### config.mk
export PLATFORM = sky130hd
export DESIGN_NAME = fetch_unit
export DESIGN_NICKNAME = d
export VERILOG_FILES = /design/src/rtl/fetch_unit.sv
export SDC_FILE = /design/constraint.sdc
export NUM_CORES = 1
export LEC_CHECK = 0
export BUFFER_PORTS_ARGS = -buffer_cell sky130_fd_sc_hd__buf_2
export CORE_MARGIN = 2
export CORE_UTILIZATION = 50
export CTS_CLUSTER_SIZE = 12
export DETAILED_ROUTE_END_ITERATION = 8
export MAX_ROUTING_LAYER = met4
export PLACE_DENSITY_LB_ADDON = 0.12
export SETUP_SLACK_MARGIN = 0.02
export SYNTH_ARGS = -nofsm -noshare
export SYNTH_HDL_FRONTEND = slang
export SYNTH_SLANG_ARGS = --single-unit
### constraint.sdc
create_clock -name clk -period 2.6 [get_ports clk]
set_clock_uncertainty 0.1 [all_clocks]
set_input_delay 0.52 -clock clk [delete_from_list [all_inputs] [get_ports clk]]
set_output_delay 0.52 -clock clk [all_outputs]
set_load 0.05 [all_outputs]
### src/rtl/fetch_unit.sv
// fetch_unit: owns the PC, reads instructions from Memory with a fixed latency and hands them to decode.
// Defining FETCH_PERF_EN adds the fetchCount accepted-instruction counter port.
module fetch_unit #(
    parameter int n = 64,
    parameter int memLatency = 1,
    parameter logic [n-1:0] resetPC = '0
) (
    input  logic         clk,
    input  logic         reset,
    output logic [n-1:0] memAddress,
    output logic         memRead,
    input  logic [n-1:0] memData,
    output logic [n-1:0] instr,
    output logic [n-1:0] instrPC,
    output logic         instrValid,
    input  logic         instrReady,
    input  logic         branchTaken,
    input  logic [n-1:0] branchTarget
`ifdef FETCH_PERF_EN
    ,
    output logic [31:0]  fetchCount
`endif
);
    typedef enum logic [1:0] {IDLE, FETCH, WAIT, VALID} state_t;

    state_t state, state_nxt;
    logic [n-1:0] pc;
    logic [3:0] cnt;
    logic redirect, capture, accept;

    assign memAddress = pc;
    assign memRead = (state == FETCH) || (state == WAIT);
    assign instrValid = state == VALID;
    assign redirect = branchTaken && (state != IDLE);
    // a redirect on the final wait edge abandons the read instead of capturing it
    assign capture = (state == WAIT) && (cnt == 4'd1) && !redirect;
    assign accept = instrValid && instrReady;

    always_comb begin
        state_nxt = state;
        case (state)
            IDLE:    state_nxt = FETCH;
            FETCH:   state_nxt = WAIT;
            WAIT:    state_nxt = (cnt == 4'd1) ? VALID : WAIT;
            default: state_nxt = instrReady ? FETCH : VALID;
        endcase
        if (redirect) state_nxt = FETCH;
    end

    always_ff @(posedge clk or negedge reset) begin
        if (!reset) state <= IDLE;
        else state <= state_nxt;
    end

    always_ff @(posedge clk or negedge reset) begin
        if (!reset) begin
            pc <= resetPC;
            cnt <= '0;
            instr <= '0;
            instrPC <= '0;
        end else begin
            cnt <= (state == FETCH) ? 4'(memLatency) : (state == WAIT) ? cnt - 4'd1 : cnt;
            pc <= redirect ? (branchTarget & {{(n-2){1'b1}}, 2'b00})
                : capture ? pc + {{(n-3){1'b0}}, 3'd4} : pc;
            if (capture) begin
                instr <= memData;
                instrPC <= pc;
            end
        end
    end

`ifdef FETCH_PERF_EN
    always_ff @(posedge clk or negedge reset) begin
        if (!reset) fetchCount <= '0;
        else if (accept) fetchCount <= fetchCount + 32'd1;
    end
`else
    logic unused_accept;
    assign unused_accept = accept;
`endif
endmodule

* Word-level counts from Yosys, hierarchy flattened *
Cells that the tools add are included.
W data, S select, Z words.

operators by class
  multipliers = 0
  add/subtract/negate cells = 2
  divide/modulo/power cells = 0
  mux-type cells = 8
  equal/unequal tests = 4
  reductions and logical operators = 9
  $lt $le $gt $ge = 0
  bitwise logic cells = 0
  shift-type cells = 0

operator list
  kind                     count
  $mux W64                 2
  $add A64 B3 Y64 const B  1
  $mux W4                  2
  $pmux W2 S3              1
  $reduce_bool A2 Y1       3
  $eq A2 B2 Y1 const B     2
  $eq A4 B1 Y1 const B     1
  $mux W2                  2
  $sub A4 B1 Y4 const B    1
  $logic_and A1 B1 Y1      3
  $eq A2 B1 Y1 const B     1
  $logic_not A2 Y1         1
  $logic_not A1 Y1         1
  $logic_or A1 B1 Y1       1
  $mux W1                  1

storage, ports and cells
  memories = 0
  flip-flop bits (word level) = 198
  word-level logic and storage cells = 28
  ROM bits = 0
  latch bits = 0
  RAM bits = 0
  input port bits = 132
  output and inout port bits = 194

* Longest topological paths before layout *
Gate-level depths: netlist of run 1.

  depth in word-level cells = 6
  depth in mapped cells = 9
  depth with buffers taken out = 7

* Worst setup path before layout of run 1 *
No wires, ideal clock.

  path kind = reg2reg
  start point = register pc[10], in the netlist memAddress[10]
  end point = register pc[60], in the netlist memAddress[60]
  setup slack = 0.002 ns
  buffers on the path = 1
  cell stages (with the launch flop) = 7
  period minus slack after synthesis = 2.598 ns
  data required time = 2.418 ns
  data arrival time = 2.416 ns
  setup time = 0.082 ns
  path through = dfrtp_1 > clkbuf_2 > nand4_1 > nor4_4 > nand4_4 > or4_1 > a31oi_1

on the way
  longest elaborated chain between the ends = 3

ends and longest elaborated chain
  element                 RTL line  source
  from (decl)             27        logic [n-1:0] pc;
  from (signal assigned)  57        pc <= resetPC;
  from (signal assigned)  63        pc <= redirect ? (branchTarget & {{(n-2){1'b1}}, 2'b00})
  $add A64 B3 Y64         64        : capture ? pc + {{(n-3){1'b0}}, 3'd4} : pc;
  $mux W64                64
  $mux W64                63

No other way between the ends. The select of a mux whose other input is x is not followed.
A chain may end at the register's enable or synchronous reset.

* Final worst setup path of run 1 *
  start point = register cnt[1]
  end point = register pc[47], in the netlist memAddress[47]

on the way
  longest elaborated chain between the ends = 4

ends and longest elaborated chain
  element                            RTL line  source
  from (decl)                        28        logic [3:0] cnt;
  from (signal assigned)             62        cnt <= (state == FETCH) ? 4'(memLatency) : (state == WAIT) ? cnt - 4'd1 : cnt;
  $eq A4 B1 Y1                       36        assign capture = (state == WAIT) && (cnt == 4'd1) && !redirect;
  $logic_and A1 B1 Y1 (2 in series)  36
  $reduce_bool A2 Y1 (no line)       n/a

No other way between the ends.

==> results.py, run 1 <==
metrics = {
    "worst_setup_path": {
        "r2r_cells": 9,
        "slowest_stage": "or4_1",
        "path_buf_inv": 3,
        "cp.required_ns": 2.85,
        "worstPathArrival_ns": 2.73,
        "worstPathMaxFanout": 9,
        "critPathLaunch": "cnt[1]",
        "worstSetupEndpointType": "flip-flop",
        "path_class": "reg -> reg",
        "r2r-end": "memAddress[47]",
        "r2r_start": "cnt[1]",
        "cp-start-kind": "flip-flop",
        "critPathMaxStageDelay_ns": 0.42,
        "path_cells": "inv_1, ha_1, nand4bb_1, buf_6, nor4_2, nand4_1, buf_4, or4_1, a31oi_1",
        "regToRegSetupSlack_ns": 0.12,
        "cpLargestDelayFamily": "simple AND/OR/NAND/NOR gates",
    },
    "floorplanning": {
        "start_util_pct": 50.9,
        "die_y_um": 136,
        "core_area_um2": 17200,
        "fp.dieArea_um2": 18600,
        "fp.dieW_um": 136,
        "row_count": 48,
        "ioPinCount": 326,
    },
    "sta": {
        "setup_viol": 0,
        "report.final.slew_viol_count": 0,
        "hold_viol": 0,
        "worstMarginPinSlew_ns": 0.723,
        "fin_crit_ns": 2.48,
        "setup_slack_ns": 0.122,
        "hold_slack_ns": 0.157,
        "max_slew_margin_pct": 51.2,
        "finalCritPeriodShare_pct": 95.3,
        "max_freq_ghz": 0.403,
        "fin_setup_tns_ns": 0,
    },
    "cts": {
        "cts_buffer_depth": 2,
        "cts-root-buf": "clkbuf_16",
        "cts_num_sinks": 194,
        "worstSkewPairLatency_ns": 0.43,
        "cts_tree": "yes",
        "cts_made_buffers": 17,
        "htreeDepth": 4,
        "clk_pin_slew_ns": 0.07,
    },
    "synthesis": {
        "synth_compound_area_share_pct": 6.56,
        "syn-instance-count": 1009,
        "async_flop_share_pct": 100,
        "ys_ff_latch": 194,
        "yosys.area_share.xor_xnor_pct": 2.90,
        "yosys.area_share.simple_pct": 31.1,
        "synth-main-ff-cell": "dfrtp_1",
        "synth_cell_types": 43,
        "synthMuxAreaShare_pct": 0.129,
        "synth_edf_count": 0,
        "synthesis.area_um2": 8750,
        "yosysSeqAreaShare_pct": 55.5,
        "synthTopCellsByCount": "nand2_1, dfrtp_1, o21ai_0",
        "yosysMostFrequentCell": "nand2_1",
        "syn_avg_cell_area_um2": 8.67,
        "yosys.area.top_type_share_pct": 55.5,
        "synth_top_family_by_area": "simple AND/OR/NAND/NOR gates",
        "yosys.area.top_type": "dfrtp_1",
        "synthAdderAreaFrac_pct": 1.00,
        "synth_warnings": 0,
        "ys_top_cells_by_area": "dfrtp_1, nand2_1, o21ai_0",
    },
    "placed_design": {
        "dp_hpwl_um": 18600,
        "place_congestion": 0.852,
        "io_buffers": 319,
        "dpl_cell_area_um2": 10900,
        "place_ws_ns": 0.0701,
    },
    "power": {
        "powerDensity_nw_per_um2": 1450,
        "peakVddDrop_uv": 864,
        "leakage_nw": 6.08,
        "total_power_mw": 16.8,
    },
    "drt": {
        "highest_layer": "met4",
        "drt-met1-wl_um": 11000,
        "drc": 0,
        "first_iter_violations": 448,
        "dr_wl_met2_um": 12600,
        "num_vias": 8297,
        "wl_per_cell_um": 15.9,
        "final_antenna_net_count": 0,
        "routed_wl_um": 25500,
        "wl_met3_um": 1620,
        "via_per_inst": 5.18,
        "first_pass_iters": 5,
    },
    "hold_path": {
        "hold_end": "state[1]",
        "worstHoldStart": "instrReady",
        "hold_class": "in -> reg",
        "whs_path_depth": 2,
    },
    "finish": {
        "drive_gt1_share_pct": 31.2,
        "syn2layout_area_growth_pct": 32.4,
        "nFillCells": 1481,
        "multiInputGateArea_um2": 3720,
        "nNetsFinal": 1498,
        "regArea_um2": 4850,
        "stdcell_area_um2": 11600,
    },
    "job": {
        "maxCapViolations": 0,
    },
    "run_status": {
        "status": "complete, no violations",
    },
    "global_routing": {
        "gr-total-overflow": 0,
        "gr-usage-all-layers_pct": 27.9,
        "grt_max_degree": 94,
        "first_global_vias": 7541,
        "grt_pass1_wl_um": 39000,
        "antenna_found_initial": 4,
    },
}
-- kinds of logic (layout without fill, tap and decap cells) --
family,Yosys count,in the layout
muxes,1,1
buffers and inverters,58,417
DFF,194,194
adders and majority gates,7,7
other,1,9
AOI/OAI and AO/OA,99,99
and+or+nand+nor,620,621
xor gates and xnor gates,29,29
-- worst register-to-register path: cells and delay by family (launching register included) --
kind / cells / cell delay, ns
flip-flops: 1 / 0.38
AO/OA/AOI/OAI: 1 / 0.19
buffers and inverters: 3 / 0.49
AND/OR/NAND/NOR: 4 / 1.07
adder cells (fa/ha/maj): 1 / 0.17
-- layer usage --
metal | GRT usage (%) | vias up
li1 | - | 4065
met1 | 35.9 | 3922
met2 | 45.3 | 282
met3 | 5.56 | 28
met4 | 7.41 | 0
met5 | - | -
-- power breakdown --
part / switching, mW / total (mW) / internal, mW
logic: 6.89 / 8.86 / 1.97
clock network: 1.21 / 2.61 / 1.40
registers: 0.997 / 5.34 / 4.34
total: 9.10 / 16.8 / 7.70
-- cells in the final DEF (no fill, tap or decap), drive strengths merged --
cell type / instances
nand4: 25
clkinv: 6
xnor2: 5
a31oi: 29
inv: 11
clkbuf: 21
or2: 3
nor4bb: 1
nor2: 42
nand2: 451
nand4bb: 1
nor4b: 1
nor2b: 2
nor3: 5
o211ai: 4
mux2: 1
diode: 5
conb: 4
o22ai: 1
xor2: 24
nand3: 29
dlygate4sd3: 1
nand2b: 1
bufinv: 1
o21ai: 52
o311ai: 1
and4: 3
dfrtp: 194
or3: 23
nor4: 13
and3: 7
buf: 375
ha: 7
clkinvlp: 2
o31ai: 10
or4: 12
a211oi: 1
a21oi: 1
and2: 2
-- stage by stage --
| stage | std cells | util (%) |
|---|---|---|
| global route | 1601 | 67.4 |
| detailed placement | 1552 | 63.2 |
| CTS | 1585 | 66.6 |
| floorplan | 1012 | - |
| global placement | 1552 | 63.2 |
| finish | 1602 | 67.5 |
-- how the worst max path moves through the flow --
stage	endpoint	slack, ns	cells past startpoint
2_1_floorplan	memAddress[63]	0.04	6
3_3_place_gp	memAddress[60]	0.12	8
3_5_place_dp	memAddress[47]	0.07	9
4_1_cts	memAddress[60]	0.02	8
5_1_grt	memAddress[47]	-0.01	9
6_report	memAddress[47]	0.12	9
-- area by class of cell --
cell class	count	area share, %
flip-flops and latches	194	41.9
inverters	8	0.259
diodes	5	0.108
well taps	225	2.43
multi-input cells	761	32.1
clock inverters	12	1.09
repair buffers	377	18.1
clock buffers	20	3.94
-- sequential cells by signal (all words and copies together), names as in the netlist --
register,count
instr,64
instrPC,62
memAddress,62
cnt,4
state,2
-- what timing repair did --
action | in CTS | in global routing
endpoints found under the setup margin | 1 | 17
cloned | 0 | 1
pin swaps | 1 | 6
gates resized for setup | 0 | 6
buffers inserted | 0 | 11
hold buffers | 1 | 0
hold endpoints to repair | 55 | 0
Power figures use the tool's default switching activity.
==> run 2, diff against run 1 <==
ABC_AREA = 1   (was unset)
==> run 2 against run 1 <==
Cell area increased by 7.0%. Non-clock buffer count decreased by 40. Combinational power increased by 12%. Die area increased by 13%. Largest cell class unchanged. Worst hold slack got worse by 0.0062 ns. First-iteration DRC count increased by 71%.
==> results.py, run 2 <==
metrics = {
    "run_status": {
        "status": "complete, no violations",
    },
    "synthesis": {
        "ys_top_cells_by_area": "dfrtp_1, nand2_1, nor2_1",
        "syn-instance-count": 1310,
        "yosys.area.top_type_share_pct": 49.0,
        "synth-main-ff-cell": "dfrtp_1",
        "yosysMostFrequentCell": "nand2_1",
        "synthTopCellsByCount": "nand2_1, dfrtp_1, nor2_1",
        "synth_edf_count": 0,
        "ys_ff_latch": 194,
        "yosysSeqAreaShare_pct": 49.0,
        "syn_avg_cell_area_um2": 7.57,
        "async_flop_share_pct": 100,
        "synth_warnings": 0,
        "synthesis.area_um2": 9910,
        "yosys.area.top_type": "dfrtp_1",
        "synth_cell_types": 35,
    },
    "worst_setup_path": {
        "cp-start-kind": "flip-flop",
        "path_class": "reg -> out",
        "worstPathArrival_ns": 1.66,
        "cp.required_ns": 1.98,
        "worstPathMaxFanout": 9,
        "worstSetupEndpointType": "primary output",
    },
    "sta": {
        "max_freq_ghz": 0.438,
        "max_slew_margin_pct": 59.5,
        "setup_slack_ns": 0.317,
        "hold_slack_ns": 0.151,
        "hold_viol": 0,
        "rsz0062_at_grt": "no",
        "fin_setup_tns_ns": 0,
        "fin_crit_ns": 2.28,
        "finalCritPeriodShare_pct": 87.8,
        "worstMarginPinSlew_ns": 0.608,
        "report.final.slew_viol_count": 0,
        "setup_viol": 0,
    },
    "floorplanning": {
        "die_y_um": 145,
        "start_util_pct": 50.9,
        "fp.dieArea_um2": 21000,
        "ioPinCount": 326,
        "core_area_um2": 19500,
        "row_count": 51,
        "fp.dieW_um": 145,
    },
    "drt": {
        "wl_met3_um": 2750,
        "via_per_inst": 5.15,
        "routed_wl_um": 30900,
        "first_pass_iters": 5,
        "drc": 0,
        "final_antenna_net_count": 0,
        "wl_per_cell_um": 16.3,
        "highest_layer": "met4",
        "first_iter_violations": 766,
        "drt-met1-wl_um": 13200,
        "num_vias": 9768,
        "dr_wl_met2_um": 14300,
    },
    "power": {
        "power_frac_comb_pct": 54.1,
        "p_int_mw": 7.86,
        "clock_power_share_pct": 14.6,
        "powerDensity_nw_per_um2": 1480,
        "p_seq_share_pct": 31.2,
        "peakVddDrop_uv": 895,
        "p_switching_mw": 10.5,
        "p_sw_share_pct": 57.1,
        "leakage_nw": 6.56,
    },
    "finish": {
        "finalNonFillerCells": 1896,
        "nNetsFinal": 1752,
        "final_cell_mix": "nand2_1, buf_2, dfrtp_1",
        "largest-register": "instr",
        "syn2layout_area_growth_pct": 25.1,
        "drive_gt1_share_pct": 24.7,
        "stdcell_area_um2": 12400,
        "final_common_cell": "nand2_1",
        "largest_reg_flops": 64,
    },
    "global_routing": {
        "first_global_vias": 9069,
        "grt_pass1_wl_um": 47500,
        "antenna_found_initial": 5,
        "gr-usage-all-layers_pct": 30.1,
        "grt_max_degree": 127,
        "gr-total-overflow": 0,
    },
    "placed_design": {
        "io_buffers": 319,
        "dpl_cell_area_um2": 11800,
        "place_congestion": 0.960,
        "dp.cells": 1858,
        "dp_hpwl_um": 23000,
        "place_ws_ns": 0.439,
    },
    "cts": {
        "cts_num_sinks": 194,
        "cts_buffer_depth": 2,
        "cts_tree": "yes",
        "htreeDepth": 4,
        "cts-root-buf": "clkbuf_16",
        "worstSkewPairLatency_ns": 0.45,
        "cts_made_buffers": 17,
        "clk_pin_slew_ns": 0.08,
    },
    "job": {
        "maxCapViolations": 0,
    },
    "hold_path": {
        "hold_class": "in -> reg",
    },
}
run 2: cell types whose count changed after synthesis, sizes merged, moves of 26 or more:
cell / before / now
a31oi: 29 / 3
o21ai: 52 / 108
nand3b: 0 / 28
nand3: 29 / 82
inv: 8 / 117
nor2: 42 / 158
nand2: 451 / 489
run 2: final cells by class:
class	instances	area [µm²]
Tap cell	265	332
Clock inverter	15	170
Timing Repair Buffer	337	1810
Fill cell	1793	7070
Sequential cell	194	4850
Clock buffer	17	425
Multi-Input combinational cell	946	4350
Antenna cell	5	12.5
Inverter	117	444
run 2: worst max-delay path: stages, from the launching register on:
cell and delay (ns):
dfrtp_1 0.39, inv_1 0.07, ha_1 0.43, buf_2 0.32
run 2: final timing paths:
check                                start        endpoint  slack [ns]  depth (start not counted)
worst max-delay path              state[1]         memRead        0.32                          3
worst min-delay path            instrReady        state[1]        0.15                          2
worst max register to register      cnt[1]  memAddress[12]        0.40                          9
worst min register to register   instr[43]       instr[43]        0.37                          2
max in group asynchronous            reset       instr[16]        1.16                          3
min in group asynchronous            reset        state[0]        0.53                          2
run 2: power by group through the flow:
stage	sequential [mW]	combinational, mW	clock (mW)
3_3_place_gp	5.69	9.81	0
4_1_cts	5.69	9.95	2.73
5_1_grt	5.92	10.6	2.85
2_1_floorplan	10.4	2.50	0
3_5_place_dp	5.74	9.92	0
6_report	5.72	9.91	2.68
run 2: metrics by stage:
stage          util [%]  total power, mW
3_5_place_dp       60.5             15.7
5_1_grt            63.7             19.4
3_3_place_gp       60.5             15.5
2_1_floorplan         -             12.9
6_report           63.7             18.3
4_1_cts            63.6             18.4
run 2: repair_timing:
action,CTS,global route
hold endpoints to repair,13,0
resized for setup,0,0
buffers inserted,0,0
hold buffers,1,0
run 2: cells by family (layout without fill, tap and decap cells):
group	count (synthesis)	in the layout	synth area share (%)
adder cells (fa/ha/maj)	7	7	0.883
XOR/XNOR	3	3	0.265
AO/OA/AOI/OAI	136	136	7.56
buffers and inverters	173	486	7.23
flip-flops	194	194	49.0
other	1	9	0.0378
AND/OR/NAND/NOR	796	796	35.0
run 2: per-layer routing:
layer / vias to the layer above / global-route usage [%]
li1: 4774 / -
met1: 4546 / 39.2
met2: 409 / 47.0
met3: 39 / 6.68
met4: 0 / 9.86
met5: - / -
==> run 3, diff against run 2 <==
BUFFER_PORTS_ARGS = -buffer_cell sky130_fd_sc_hd__buf_4   (was -buffer_cell sky130_fd_sc_hd__buf_2)
==> run 3 against run 2 <==
Cell area grew 6.6%. Non-clock buffer count decreased by 3. Register-to-register slack better by 0.02 ns. Clock-buffer cell count is 1 higher. Utilization is 4.2 points higher. Via count increased by 1.2%. Sequential share of layout area down 2.4 points. Clock power up 3%. Wire length is 1.8% higher. Sequential power grew 1%. Critical path type unchanged. Die area did not move. Largest power group unchanged. Worst setup slack improved by 0.077 ns.
==> results.py, run 3 (synthesized netlist as in run 2, its figures left out) <==
metrics = {
    "floorplanning": {
        "ioPinCount": 326,
        "die_y_um": 145,
        "fp.dieW_um": 145,
        "fp.dieArea_um2": 21000,
        "start_util_pct": 50.9,
        "row_count": 51,
        "core_area_um2": 19500,
    },
    "power": {
        "leakage_nw": 6.80,
        "powerDensity_nw_per_um2": 1470,
        "peakVddDrop_uv": 971,
        "total_power_mw": 19.4,
    },
    "drt": {
        "drc": 0,
        "num_vias": 9887,
        "first_pass_iters": 5,
        "via_per_inst": 5.24,
        "wl_per_cell_um": 16.6,
        "routed_wl_um": 31400,
        "final_antenna_net_count": 0,
        "first_iter_violations": 724,
    },
    "worst_setup_path": {
        "r2r_cells": 9,
        "worstSetupEndpointType": "primary output",
        "cp.required_ns": 1.98,
        "cp-start-kind": "flip-flop",
        "worstPathMaxFanout": 9,
        "path_class": "reg -> out",
        "regToRegSetupSlack_ns": 0.42,
        "r2r_start": "state[0]",
        "worstPathArrival_ns": 1.59,
        "r2r-end": "memAddress[12]",
    },
    "hold_path": {
        "hold_class": "in -> reg",
        "worstHoldStart": "instrReady",
        "hold_end": "state[1]",
        "whs_path_depth": 2,
    },
    "sta": {
        "finalCritPeriodShare_pct": 84.8,
        "rsz0062_at_grt": "no",
        "max_freq_ghz": 0.453,
        "max_slew_margin_pct": 60.7,
        "setup_slack_ns": 0.394,
        "hold_viol": 0,
        "report.final.slew_viol_count": 0,
        "fin_crit_ns": 2.21,
        "worstMarginPinSlew_ns": 0.590,
        "setup_viol": 0,
        "hold_slack_ns": 0.149,
        "fin_setup_tns_ns": 0,
    },
    "finish": {
        "drive_gt1_share_pct": 24.5,
        "largest-register": "instr",
        "final_cell_mix": "nand2_1, buf_4, dfrtp_1",
        "stdcell_area_um2": 13200,
        "finalNonFillerCells": 1888,
        "nNetsFinal": 1749,
        "antennaDiodeCount": 0,
        "syn2layout_area_growth_pct": 33.3,
        "largest_reg_flops": 64,
        "final_common_cell": "nand2_1",
        "postLayoutCoreUtil_pct": 67.9,
    },
    "global_routing": {
        "gr-usage-all-layers_pct": 30.6,
        "gr-total-overflow": 0,
        "antenna_found_initial": 0,
        "first_global_vias": 9180,
        "grt_max_degree": 127,
        "grt_pass1_wl_um": 47800,
    },
    "cts": {
        "worstSkewPairLatency_ns": 0.44,
        "cts_made_buffers": 17,
        "cts_buffer_depth": 2,
        "htreeDepth": 4,
        "cts_tree": "yes",
        "cts-root-buf": "clkbuf_16",
        "ctsResizeCount": 0,
        "cts_num_sinks": 194,
        "clk_pin_slew_ns": 0.08,
    },
    "placed_design": {
        "dp_hpwl_um": 23300,
        "dp.cells": 1855,
        "dpl_cell_area_um2": 12600,
        "io_buffers": 319,
        "place_congestion": 0.974,
        "place_ws_ns": 0.505,
    },
    "job": {
        "maxCapViolations": 0,
    },
    "run_status": {
        "status": "complete, no violations",
    },
}
run 3: changes by cell type in the layout (fill, tap and decap cells not counted), sizes merged:
cell,previous run,this run
buf,335,332
diode,5,0
inv,127,123
bufinv,0,1
clkinv,5,7
clkbuf,18,19
run 3: worst max path at each step:
stage                  startpoint             end  slack (ns)  depth (start not counted)
finish                   state[1]         memRead        0.39                          3
global route        memAddress[2]  memAddress[60]        0.24                         10
CTS                      state[1]         memRead        0.37                          3
detailed placement       state[0]  memAddress[12]        0.51                          9
global placement         state[0]  memAddress[31]        0.55                          9
floorplan           memAddress[2]  memAddress[60]        0.57                         10
run 3: timing repair:
| item | in CTS | in global routing |
|---|---|---|
| endpoints found under the hold margin | 55 | 0 |
| hold buffers | 1 | 0 |
| setup buffers | 0 | 0 |
run 3: layer usage:
metal	GRT usage, %	share of wire, %
met5	-	0
met4	12.1	3.4
met3	7.37	9.8
met2	47.7	46
met1	38.5	41
run 3: cell type report:
cell class              count  area [µm²]
flip-flops and latches    194        4850
inverters                 117         444
fillers                  1703        6240
multi-input cells         946        4350
clock inverters            14         189
well taps                 265         332
repair buffers            334        2620
clock buffers              18         429
run 3: where the power goes:
group	leakage, nW	switching (mW)	internal (mW)	total [mW]
combinational	4.12	7.84	2.99	10.8
sequential	2.38	1.36	4.45	5.80
clock	0.299	1.36	1.40	2.76
total	6.80	10.6	8.84	19.4
run 3: worst max-delay path, stage by stage, from the launching register on:
cell and delay, ns:
dfrtp_1 0.38, inv_1 0.07, ha_1 0.43, buf_4 0.25
